===== src/rtl/branch_ctrl.sv =====
// Branch controller: bimodal branch predictor with a two-state resolution FSM.
// A table of 2-bit saturating counters is indexed by pc_IF[PHT_IDX_W+1:2].
// The IF branch is predicted combinationally. A branch accepted in IF waits in
// PEND until it is resolved in ID. A mispredict flushes IF in the same cycle.
// Optional feature: define BRCTRL_STATS_EN to build the branch/miss statistics
// counters. Without it, branch_cnt and miss_cnt are tied to zero.
module branch_ctrl #(
  parameter int PHT_IDX_W = 4
) (
  input  logic        clk,
  input  logic        rst_n,
  input  logic        branch_IF,
  input  logic [31:0] pc_IF,
  input  logic        branch_ID,
  input  logic        jump_or_not,
  input  logic        stall,
  output logic        predict_jump,
  output logic        flush_IF,
  output logic        correct,
  output logic [15:0] branch_cnt,
  output logic [15:0] miss_cnt
);

  localparam int PHT_DEPTH = 1 << PHT_IDX_W;

  typedef enum logic [0:0] {
    IDLE = 1'b0,
    PEND = 1'b1
  } state_e;

  state_e                 state_q, state_d;
  logic [1:0]             pht_q [PHT_DEPTH];
  logic [PHT_IDX_W-1:0]   pend_idx_q, pend_idx_d;
  logic                   pend_pred_q, pend_pred_d;

  logic [PHT_IDX_W-1:0]   idx_s;
  logic                   pred_s;
  logic                   resolve_s;
  logic                   mispredict_s;
  logic                   accept_s;
  logic                   unused_pc_s;

  // Saturating 2-bit counter step toward the resolved outcome.
  function automatic logic [1:0] sat_update(input logic [1:0] cnt, input logic taken);
    logic [1:0] res;
    if (taken) begin
      if (cnt == 2'b11) res = cnt;
      else              res = cnt + 2'b01;
    end else begin
      if (cnt == 2'b00) res = cnt;
      else              res = cnt - 2'b01;
    end
    return res;
  endfunction

  assign idx_s       = pc_IF[PHT_IDX_W+1:2];
  assign unused_pc_s = ^{pc_IF[31:PHT_IDX_W+2], pc_IF[1:0]};

  // Prediction, resolution detection and next-state selection.
  always_comb begin
    state_d      = state_q;
    pend_idx_d   = pend_idx_q;
    pend_pred_d  = pend_pred_q;
    pred_s       = 1'b0;
    resolve_s    = 1'b0;
    mispredict_s = 1'b0;
    accept_s     = 1'b0;

    // The table read is the pre-update value, so a same-cycle update to the
    // same entry does not affect this prediction.
    if (branch_IF) pred_s = pht_q[idx_s][1];
    else           pred_s = 1'b0;

    if (!stall && (state_q == PEND) && branch_ID) begin
      resolve_s    = 1'b1;
      mispredict_s = (pend_pred_q != jump_or_not);
    end else begin
      resolve_s    = 1'b0;
      mispredict_s = 1'b0;
    end

    // On a mispredict the IF instruction is on the wrong path, so it is dropped.
    accept_s = branch_IF && !stall && !mispredict_s;

    case (state_q)
      IDLE: begin
        if (accept_s) state_d = PEND;
        else          state_d = IDLE;
      end
      PEND: begin
        if (mispredict_s)   state_d = IDLE;
        else if (accept_s)  state_d = PEND;
        else if (resolve_s) state_d = IDLE;
        else                state_d = PEND;
      end
      default: state_d = IDLE;
    endcase

    if (accept_s) begin
      pend_idx_d  = idx_s;
      pend_pred_d = pred_s;
    end else begin
      pend_idx_d  = pend_idx_q;
      pend_pred_d = pend_pred_q;
    end
  end

  // Outputs are forced to their idle values while reset is held.
  assign predict_jump = rst_n & pred_s;
  assign flush_IF     = rst_n & mispredict_s;
  assign correct      = ~flush_IF;

  // FSM state and pending-branch registers.
  always_ff @(posedge clk or negedge rst_n) begin
    if (!rst_n) begin
      state_q     <= IDLE;
      pend_idx_q  <= {PHT_IDX_W{1'b0}};
      pend_pred_q <= 1'b0;
    end else begin
      state_q     <= state_d;
      pend_idx_q  <= pend_idx_d;
      pend_pred_q <= pend_pred_d;
    end
  end

  // Pattern history table: all entries start weakly taken, trained on resolution.
  always_ff @(posedge clk or negedge rst_n) begin
    if (!rst_n) begin
      for (int i = 0; i < PHT_DEPTH; i++) begin
        pht_q[i] <= 2'b10;
      end
    end else if (resolve_s) begin
      pht_q[pend_idx_q] <= sat_update(pht_q[pend_idx_q], jump_or_not);
    end
  end

`ifdef BRCTRL_STATS_EN
  logic [15:0] branch_cnt_q;
  logic [15:0] miss_cnt_q;

  // Saturating counts of resolved branches and of mispredicts.
  always_ff @(posedge clk or negedge rst_n) begin
    if (!rst_n) begin
      branch_cnt_q <= 16'h0000;
      miss_cnt_q   <= 16'h0000;
    end else begin
      if (resolve_s && (branch_cnt_q != 16'hFFFF)) branch_cnt_q <= branch_cnt_q + 16'h0001;
      if (mispredict_s && (miss_cnt_q != 16'hFFFF)) miss_cnt_q <= miss_cnt_q + 16'h0001;
    end
  end

  assign branch_cnt = branch_cnt_q;
  assign miss_cnt   = miss_cnt_q;
`else
  assign branch_cnt = 16'h0000;
  assign miss_cnt   = 16'h0000;
`endif

endmodule


===== config.mk =====
export PLATFORM = sky130hd
export DESIGN_NAME = branch_ctrl
export DESIGN_NICKNAME = d
export VERILOG_FILES = /design/src/rtl/branch_ctrl.sv
export SDC_FILE = /design/constraint.sdc
export NUM_CORES = 1
export LEC_CHECK = 0
export CAP_MARGIN = 20
export CORE_MARGIN = 2
export CORE_UTILIZATION = 40
export CTS_CLUSTER_DIAMETER = 50
export CTS_CLUSTER_SIZE = 10
export DETAILED_ROUTE_END_ITERATION = 8
export PLACE_DENSITY = 0.72
export SYNTH_ARGS = -nofsm -noshare
export SYNTH_HDL_FRONTEND = slang
export SYNTH_SLANG_ARGS = --single-unit

===== constraint.sdc =====
create_clock -name clk -period 2.9 [get_ports clk]
set_clock_uncertainty 0.1 [all_clocks]
set_input_delay 0.58 -clock clk [delete_from_list [all_inputs] [get_ports clk]]
set_output_delay 0.58 -clock clk [all_outputs]
set_load 0.1 [all_outputs]

Word-level counts from Yosys, hierarchy flattened. Index checks and enable logic that the tools add are counted.

Add/sub/neg operators: 2. Order comparisons: 3. Equality and inequality tests: 2. Multiplexer cells: 21. Bitwise logic cells: 6. Reduce and logical (&&, ||, !) cells: 8.

Operators by type and width (number): bitwise mux 32 bit (1); 2-to-1 mux 2 bit (9); binary-select mux 2 bit (select 4 bit) (2); >= comparator 5 bit (second input constant) (2); NOT 4 -> 5 bit (2); demux 2 bit (select 4 bit) (1); 2-to-1 mux 1 bit (7); logical AND 1 bit (5); less-than comparator 5 x 1 -> 1 bit (second input constant) (1); adder 2 x 1 -> 2 bit (second input constant) (1); AND 1 bit (2); equality test 2 bit (second input constant) (1); logical NOT 1 bit (2); logical NOT 2 bit (1); NOT 1 bit (2); one-hot mux 1 bit (2 select lines) (1); subtractor 2 x 1 -> 2 bit (second input constant) (1); != test 1 bit (1).

Flip-flop bits (word level): 38. Bits of input ports: 38. Output and inout port bits: 35. Word-level logic and storage cells: 61.

Longest topological paths before layout. Gate-level depths: netlist of the first run.

Depth after elaboration: 9. Mapped depth: 6.

Worst setup path before layout of the first run. OpenSTA, ideal clock, no wires.

Path kind: input port to output port. From: input port jump_or_not. To: output port flush_IF. Data arrival time: 2562 ps. Data required time: 2220 ps. Slack: -342 ps. Cell stages on the path: 4. Buffers on the path: 0. Path through: xnor2_1 -> nor2_1 -> nand3_1 -> inv_1.

Cells in the longest elaborated chain, start to end: 3.

Ends and longest elaborated chain: start, declared (line 15) `input logic jump_or_not,`; != test 1 bit (line 76) `mispredict_s = (pend_pred_q != jump_or_not);`; 2-to-1 mux 1 bit (line 74) `if (!stall && (state_q == PEND) && branch_ID) begin`; AND 1 bit (line 110) `assign flush_IF = rst_n & mispredict_s;`; end, declared (line 18) `output logic flush_IF,`.

Every way passes these cells.

Final worst setup path of the first run.
From: input port pc_IF[3]. To: output port predict_jump.

Cells in the longest elaborated chain, start to end: 6.

Ends and longest elaborated chain: start, declared (line 13) `input logic [31:0] pc_IF,`; NOT 4 -> 5 bit (implied by the code) (line 71) `if (branch_IF) pred_s = pht_q[idx_s][1];`; binary-select mux 2 bit (select 4 bit) (line 71); 2-to-1 mux 2 bit (implied by the code) (2 in a row) (line 71); 2-to-1 mux 1 bit (line 71); AND 1 bit (line 109) `assign predict_jump = rst_n & pred_s;`; end, declared (line 17) `output logic predict_jump,`.

Every way passes these cells. The select of a mux whose other input is x is not followed.

==> summary by stage, run 1 <==
Power
In this run the power density over the cells is a little over 800 nW/um^2. Of the total power, combinational logic draws 0.374. The net switching power is 756 uW. In this run the static leakage power is 1.09 nW. The cell internal power dissipation is approximately 1.3 mW.

The clock share of power is 0.205. The design draws between 2 and 2.5 mW. Of the total power, the share spent switching nets is 0.360. The fraction of power consumed by sequential logic is 0.421. The worst ir drop on vdd is between 0.0003 and 0.0004 V.

Detailed routing
Once detail routing completed, the nets flagged for antenna violations numbered 0. Across all layers, the routed design uses 1407 vias. After the first detailed-routing iteration, the DRC count stood at 80. The routed length per placed instance is roughly 15 um. The number of vias per cell is 5.08. The total detailed-routing wirelength is 4230 um. For this run, design rule violations remaining after detail routing come to 0. The count of TritonRoute iterations in the first routing pass is 4.

Worst setup path
The kind of start point of the critical path is an input pin. Walking the worst path, the cells encountered are clkdlybuf4s50_1, mux4_2, mux2i_1, mux2i_1, and3_1, buf_12. Together, buffers and inverters on the worst path number 2. For this run, the slowest stage of the critical path takes 600 ps.

The kind of cell adding the most delay to the critical path is buffers and inverters. Counting buffers and inverters, the worst setup path is 6 cells deep. In this run the worst path has a maximum fanout of 4. The largest individual stage delay along the critical path comes from the cell sky130_fd_sc_hd__clkdlybuf4s50_1. The data required time at the worst endpoint is 2220 ps. The worst setup path is captured at an output pin.

The depth of the most critical reg-to-reg path is 4. The worst register-to-register path has a setup slack of 390 ps. The kind of critical path is in2out. At the worst endpoint, the arrival time is 2150 ps. The most numerous cell type found on the critical path is sky130_fd_sc_hd__mux2i_1.

Die
The initialized floorplan defines 27 standard-cell rows. 73 I/O pins were placed. The die outline width is 79.1 um.

The die is 79.1 um tall. The initial core utilization is 0.412. The core area is 5470 um^2. The floorplan step defined a die boundary enclosing 6250 um^2.

Timing
Timing would allow up to roughly 350 MHz. At the pin with the least slew margin, the transition time is approximately 630 ps. Final hold analysis gives a worst-case slack of 20.7 ps. Dividing the final minimum period by the clock period gives 0.977.

Headroom to the max-slew limit came out at 0.579. Setup violations remaining at the end of the flow were counted as 0. Counting I/O delays and the setup requirement, the final critical path takes 2830 ps. Adding up every negative setup slack in the final design gives 0 ps. Setup repair after global routing left no endpoint under its margin. The number of failing hold endpoints at the final stage is 0. The final max-slew violation count was 0. The worst path meets setup with 68.0 ps of slack.

Yosys
The most used flip-flop cell after synthesis is sky130_fd_sc_hd__dfrtp_1. Ranked by total cell area, the synthesized netlist is headed by sky130_fd_sc_hd__dfrtp_1 (24%), sky130_fd_sc_hd__dfstp_2 (19%), sky130_fd_sc_hd__mux2_2 (16%), sky130_fd_sc_hd__mux4_2 (12%), sky130_fd_sc_hd__buf_4 (11%). For this run, the register share of the synthesized area comes to 0.431. The cell accounting for the most synthesized area is sky130_fd_sc_hd__dfrtp_1. The mean post-synth cell area is 12.4 um^2. The Yosys warning count is 0. The share of synthesized flip-flops with an asynchronous set or reset is 1.00. After synthesis the netlist holds a flip-flop and latch count of 38.

The fraction of post-synthesis cell area in the top cell type by area is 0.244. In this run, synthesis inferred 0 flip-flops with an integrated enable. The synthesized netlist occupies a cell area of 2250 um^2. The count of different cell masters after synthesis is 30. Synthesis produced 182 cells.

Place
The count of placed standard cells including taps is around 270. During placement, the flow inserted port buffers numbering 12. The post-placement setup slack is -173 ps. The routability congestion estimate from global placement is roughly 0.8.

The placed instances occupy a cell area of 2420 um^2. The HPWL after detailed placement is between 3000 and 4000 um.

Clocking
The clock reaches the later pin of the worst-skew pair after 290 ps. The clock edge transition at the registers on the reported setup and hold paths is 70 ps. The clock passes through at most 2 buffers. The maximum level of the CTS H-tree is 2. The post-CTS setup buffer count is 0. TritonCTS built the clock tree.

Buffers inserted during clock tree synthesis total 5. The clock root buffer is sky130_fd_sc_hd__clkbuf_8. CTS saw 38 sinks.

Finish
In the final design database the tool counted 242 nets. For this run, the share of the core covered by cells in the final layout is 0.462. The final antenna diode count is 0.

The post-layout instance area is 2530 um^2. The top cell types in the final layout, fill and taps aside, are sky130_fd_sc_hd__mux2_2 (32), sky130_fd_sc_hd__conb_1 (32), sky130_fd_sc_hd__dfrtp_1 (22). The layout overhead on the synthesized area is 12.2%. The ratio of cells with drive above 1 in the final layout is 0.410. The final instance count without filler cells is 277.

GRT
For this run the aggregate overflow at the end of global routing stands at 0. The number of global-route vias before repair was 1393. The initial antenna violation count is 1. The first global-routing pass estimated 7110 um of wire. The global-route total usage across every layer is 0.149. Entering global routing, the biggest net connects 34 pins.

Run
The number of max-capacitance violations reported is 0.

Outcome
The flow ran to the end, and the final reports show no timing, DRC or antenna violations.

Worst hold path
The tightest min-delay check is of the in2async type.
-- routing by layer --
metal | vias up | GRT usage | wire [um]
li1 | 632 | - | -
met1 | 700 | 0.188 | 1810
met2 | 66 | 0.244 | 2060
met3 | 7 | 0.0455 | 292
met4 | 2 | 0.0517 | 53
met5 | - | 0 | 13
-- cells by family (layout without fill, tap and decap cells) --
kind of cell	count (synthesis)	in the layout	share of synthesized area
muxes	51	51	0.311
buffers and inverters	42	34	0.125
DFF	38	38	0.431
and+or+nand+nor	36	36	0.0872
AOI/OAI and AO/OA	9	9	0.0211
adders and majority gates	4	4	0.0194
other	1	32	0.00166
xor gates and xnor gates	1	1	0.00389
-- registers in the layout, indices dropped and copies added (netlist names) --
| register | flops |
|---|---|
| pend_pred_q | 1 |
| pht_q | 32 |
| state_q | 1 |
| pend_idx_q | 4 |
-- cell type report --
class | instances | area (um^2)
clock buffer | 7 | 76.3
clock inverter | 1 | 30.0
fill | 513 | 2950
inverter | 5 | 22.5
multi-input combinational | 133 | 1120
sequential | 38 | 971
tap | 72 | 90.1
timing repair buffer | 21 | 215
-- worst register-to-register path, stage by stage (launching register included) --
cell and delay (ps):
sky130_fd_sc_hd__dfrtp_1 720, sky130_fd_sc_hd__mux4_2 610, sky130_fd_sc_hd__mux2_2 280, sky130_fd_sc_hd__maj3_2 380, sky130_fd_sc_hd__mux2_2 300
-- Yosys cell counts, drive strengths merged (2+ instances only) --
cell type and instances:
nand3 2, mux4 12, nand4b 2, nand2b 2
a21oi 7, dfstp 16, nor2 10, nor3b 2
mux2 32, inv 5, clkbuf 2, dfrtp 22
nand2 4, buf 35, nand3b 2, mux2i 7
maj3 4, nor3 5, nor2b 2
-- final timing paths --
| check | from | endpoint |
|---|---|---|
| max | pc_IF[3] | predict_jump |
| min | rst_n | pend_idx_q[3] |
| max reg2reg | pend_idx_q[0] | pht_q[20] |
| min reg2reg | pht_q[19] | pht_q[19] |
| max in group asynchronous | rst_n | pht_q[7] |
| min in group clk | pht_q[19] | pht_q[19] |
-- power groups by stage --
stage                     sequential [mW]  clock (mW)  combinational, mW
final                               0.884       0.430              0.786
after global routing                0.913       0.464              0.840
after CTS                           0.884       0.443              0.786
after detailed placement            0.893           0              0.783
after global placement              0.880           0              0.762
after floorplan                     0.823           0              0.700
-- timing repair --
item / in CTS / in global routing
resized for setup: 2 / 0
setup endpoints to repair: 1 / 0
hold buffers: 0 / 0
Power figures use the tool's default switching activity.
==> run 2, diff against run 1 <==
--- a/config.mk
+++ b/config.mk
@@ -12,5 +12,5 @@
 export CTS_CLUSTER_SIZE = 10
 export DETAILED_ROUTE_END_ITERATION = 8
-export PLACE_DENSITY = 0.72
+export PLACE_DENSITY = 0.71
 export SYNTH_ARGS = -nofsm -noshare
 export SYNTH_HDL_FRONTEND = slang
--- a/constraint.sdc
+++ b/constraint.sdc
@@ -3,3 +3,3 @@
 set_input_delay 0.58 -clock clk [delete_from_list [all_inputs] [get_ports clk]]
 set_output_delay 0.58 -clock clk [all_outputs]
-set_load 0.1 [all_outputs]
+set_load 0.05 [all_outputs]
==> run 2 against run 1 <==
Effect of this change: global-route usage fell by 0.087 points; hold slack improved by 49 ps; largest cell class unchanged; clock power fell by 13%; non-clock buffer count fell by 2.
==> summary by stage, run 2 (synthesis results as in run 1) <==
Place
Summed over all nets, the half-perimeter wirelength after detailed placement is 3100 um. The number of input and output port buffers inserted is 12. The area after detailed placement is 2380 um^2. The congestion estimate from routability-driven global placement came to 0.763.

Worst setup path
The cell that appears most often on the critical path is sky130_fd_sc_hd__mux2i_1. The highest-delay cell along the critical path is sky130_fd_sc_hd__clkdlybuf4s50_1. For the worst setup path, the data required time is 2220 ps.

On the worst path, the slowest cell contributes a delay of 580 ps. The endpoint class of the critical path is an output pin. The arrival time reported for the critical path endpoint is 2070 ps. The maximum fanout count along the critical path is 3. The critical path goes through clkdlybuf4s50_1, mux4_2, mux2i_1, mux2i_1, and3_1, buf_6. STA classifies the critical path startpoint as an input pin.

The number of buffer and inverter instances along the worst setup path is 2. The critical path is of the in2out type. The kind of cell adding the most delay to the critical path is buffers and inverters.

Die
The area enclosed by the die boundary is about 6200 um^2. The core area is between 5000 and 6000 um^2. The die is 79.1 um tall.

The top-level I/O count is 73. In this run the horizontal extent of the chip is 79.1 um. The number of core rows is 27. For this configuration, the core starts out at a cell density of 0.412.

Power
The ratio of total power to cell area is 774 nW/um^2. The total power consumption of the routed design is 1.92 mW. The worst ir drop on vdd is ~0.00027 V. The leakage power total is 1.09 nW.

Finish
The final antenna diode count is 0. The layout overhead on the synthesized area is 10.1%. Once layout is done, the placed cells without fillers occupy ~2500 um^2. The ratio of cells with drive above 1 in the final layout is 0.399. The number of nets in the final layout is 240.

The largest registers in the layout are pht_q: 32 flops, pend_idx_q: 4 flops. More flip-flops sit in one register than any other, and that register is pht_q. The register with the most flip-flops in the layout has 32 of them. In the layout the commonest cells are sky130_fd_sc_hd__mux2_2 (32), sky130_fd_sc_hd__conb_1 (32), sky130_fd_sc_hd__dfrtp_1 (22).

Timing
The maximum achievable frequency is roughly 360 MHz. The worst max-slew margin expressed relative to the limit is 0.580. Setup violations remaining at the end of the flow were counted as 0. The final cycle utilization of the critical path is 0.948. The final max-slew violation count is 0.

The post-layout minimum cycle time is 2750 ps. The transition time at the pin with the least slew margin is 630 ps. The number of failing hold endpoints at the final stage is 0. Setup repair after global routing left no endpoint under its margin.

GRT
Entering global routing, the biggest net connects 30 pins. For this run, the total global-route usage over all layers was measured as 0.149. The initial antenna violation count came to 0.

The number of global-route vias before repair is 1402. The total global routing overflow is 0. The first-pass GRT wire length is approximately 6900 um.

Worst hold path
The min-delay analysis places its worst path in the category in2async.

Run
The number of max-capacitance violations reported is 0.

Clocking
Clock tree synthesis inserted a total of 5 buffers. After clock tree synthesis, the clock-pin slew on the worst setup and hold paths is 70 ps. In this run the number of H-tree levels came out at 2. In this run the clock root is driven by a sky130_fd_sc_hd__clkbuf_8. The clock tree from TritonCTS is yes. The clock passes through at most 2 buffers. For the worst-skew pair, the clock arrives at the later sink with an insertion delay of 290 ps.

The total clock sinks is 38. The count of hold-fix buffers inserted at cts is 0. In this run the post-CTS setup repair buffer count came out at 0.

Detailed routing
The number of DRC markers in iteration 0 is 78. The first detailed-routing pass took 4 iterations. The total detailed-routing wirelength is 4090 um. The detail route stage leaves a number of antenna-violating nets equal to 0. After detailed routing, the number of remaining DRC violations is 0. After detailed routing, the number of vias per cell comes to 5.10. After detailed routing, the average wire length per cell comes to 14.9 um. The via count is 1403.

Outcome
The flow ran to the end, and the final reports show no timing, DRC or antenna violations.
[run 2: path summary, 6_finish.rpt]
kind                               start      endpoint  slack (ps)  cells past startpoint
max in group asynchronous          rst_n     pht_q[29]        1930                      2
max                             pc_IF[3]  predict_jump         150                      6
min                                rst_n     pht_q[22]          70                      1
min reg2reg                    pht_q[19]     pht_q[19]         380                      2
min in group clk               pht_q[19]     pht_q[19]         380                      2
max reg2reg                pend_idx_q[0]     pht_q[30]         370                      4
[run 2: area by class of cell]
cell class	instances	area, um^2
fillers	494	2990
multi-input cells	133	1120
flip-flops and latches	38	971
repair buffers	19	191
well taps	72	90.1
clock buffers	7	86.3
inverters	5	18.8
clock inverters	1	5.00
[run 2: per-layer routing]
layer	GRT usage	share of wire	vias up
met5	0	0	-
met4	0.0534	0.017	0
met3	0.0420	0.056	6
met2	0.242	0.50	49
met1	0.189	0.43	714
li1	-	-	634
[run 2: report_power, final]
part           internal, mW  switching [mW]
sequential            0.749           0.136
clock                 0.192           0.180
combinational         0.326           0.337
total                  1.27           0.653
[run 2: worst reg2reg max path: cells and delay by family (launching register included)]
kind | cells | cell delay, ps
adder cells (fa/ha/maj) | 1 | 380
multiplexers | 3 | 1190
flip-flops | 1 | 750
[run 2: what timing repair did]
action	4_1_cts	5_1_grt
resized for setup	3	0
endpoints found under the hold margin	0	0
endpoints found under the setup margin	1	0
[run 2: through the flow]
stage / setup slack [ps] / utilization / hold slack (ps) / cells / TNS [ps]
3_5_place_dp: -113 / 0.435 / 368 / 267 / -113
5_1_grt: 84.1 / 0.453 / 68.4 / 275 / 0
3_3_place_gp: -130 / 0.435 / 358 / 267 / -130
4_1_cts: 165 / 0.453 / 70.3 / 275 / 0
2_1_floorplan: 489 / - / 184 / 213 / 0
6_report: 152 / 0.453 / 69.7 / 275 / 0
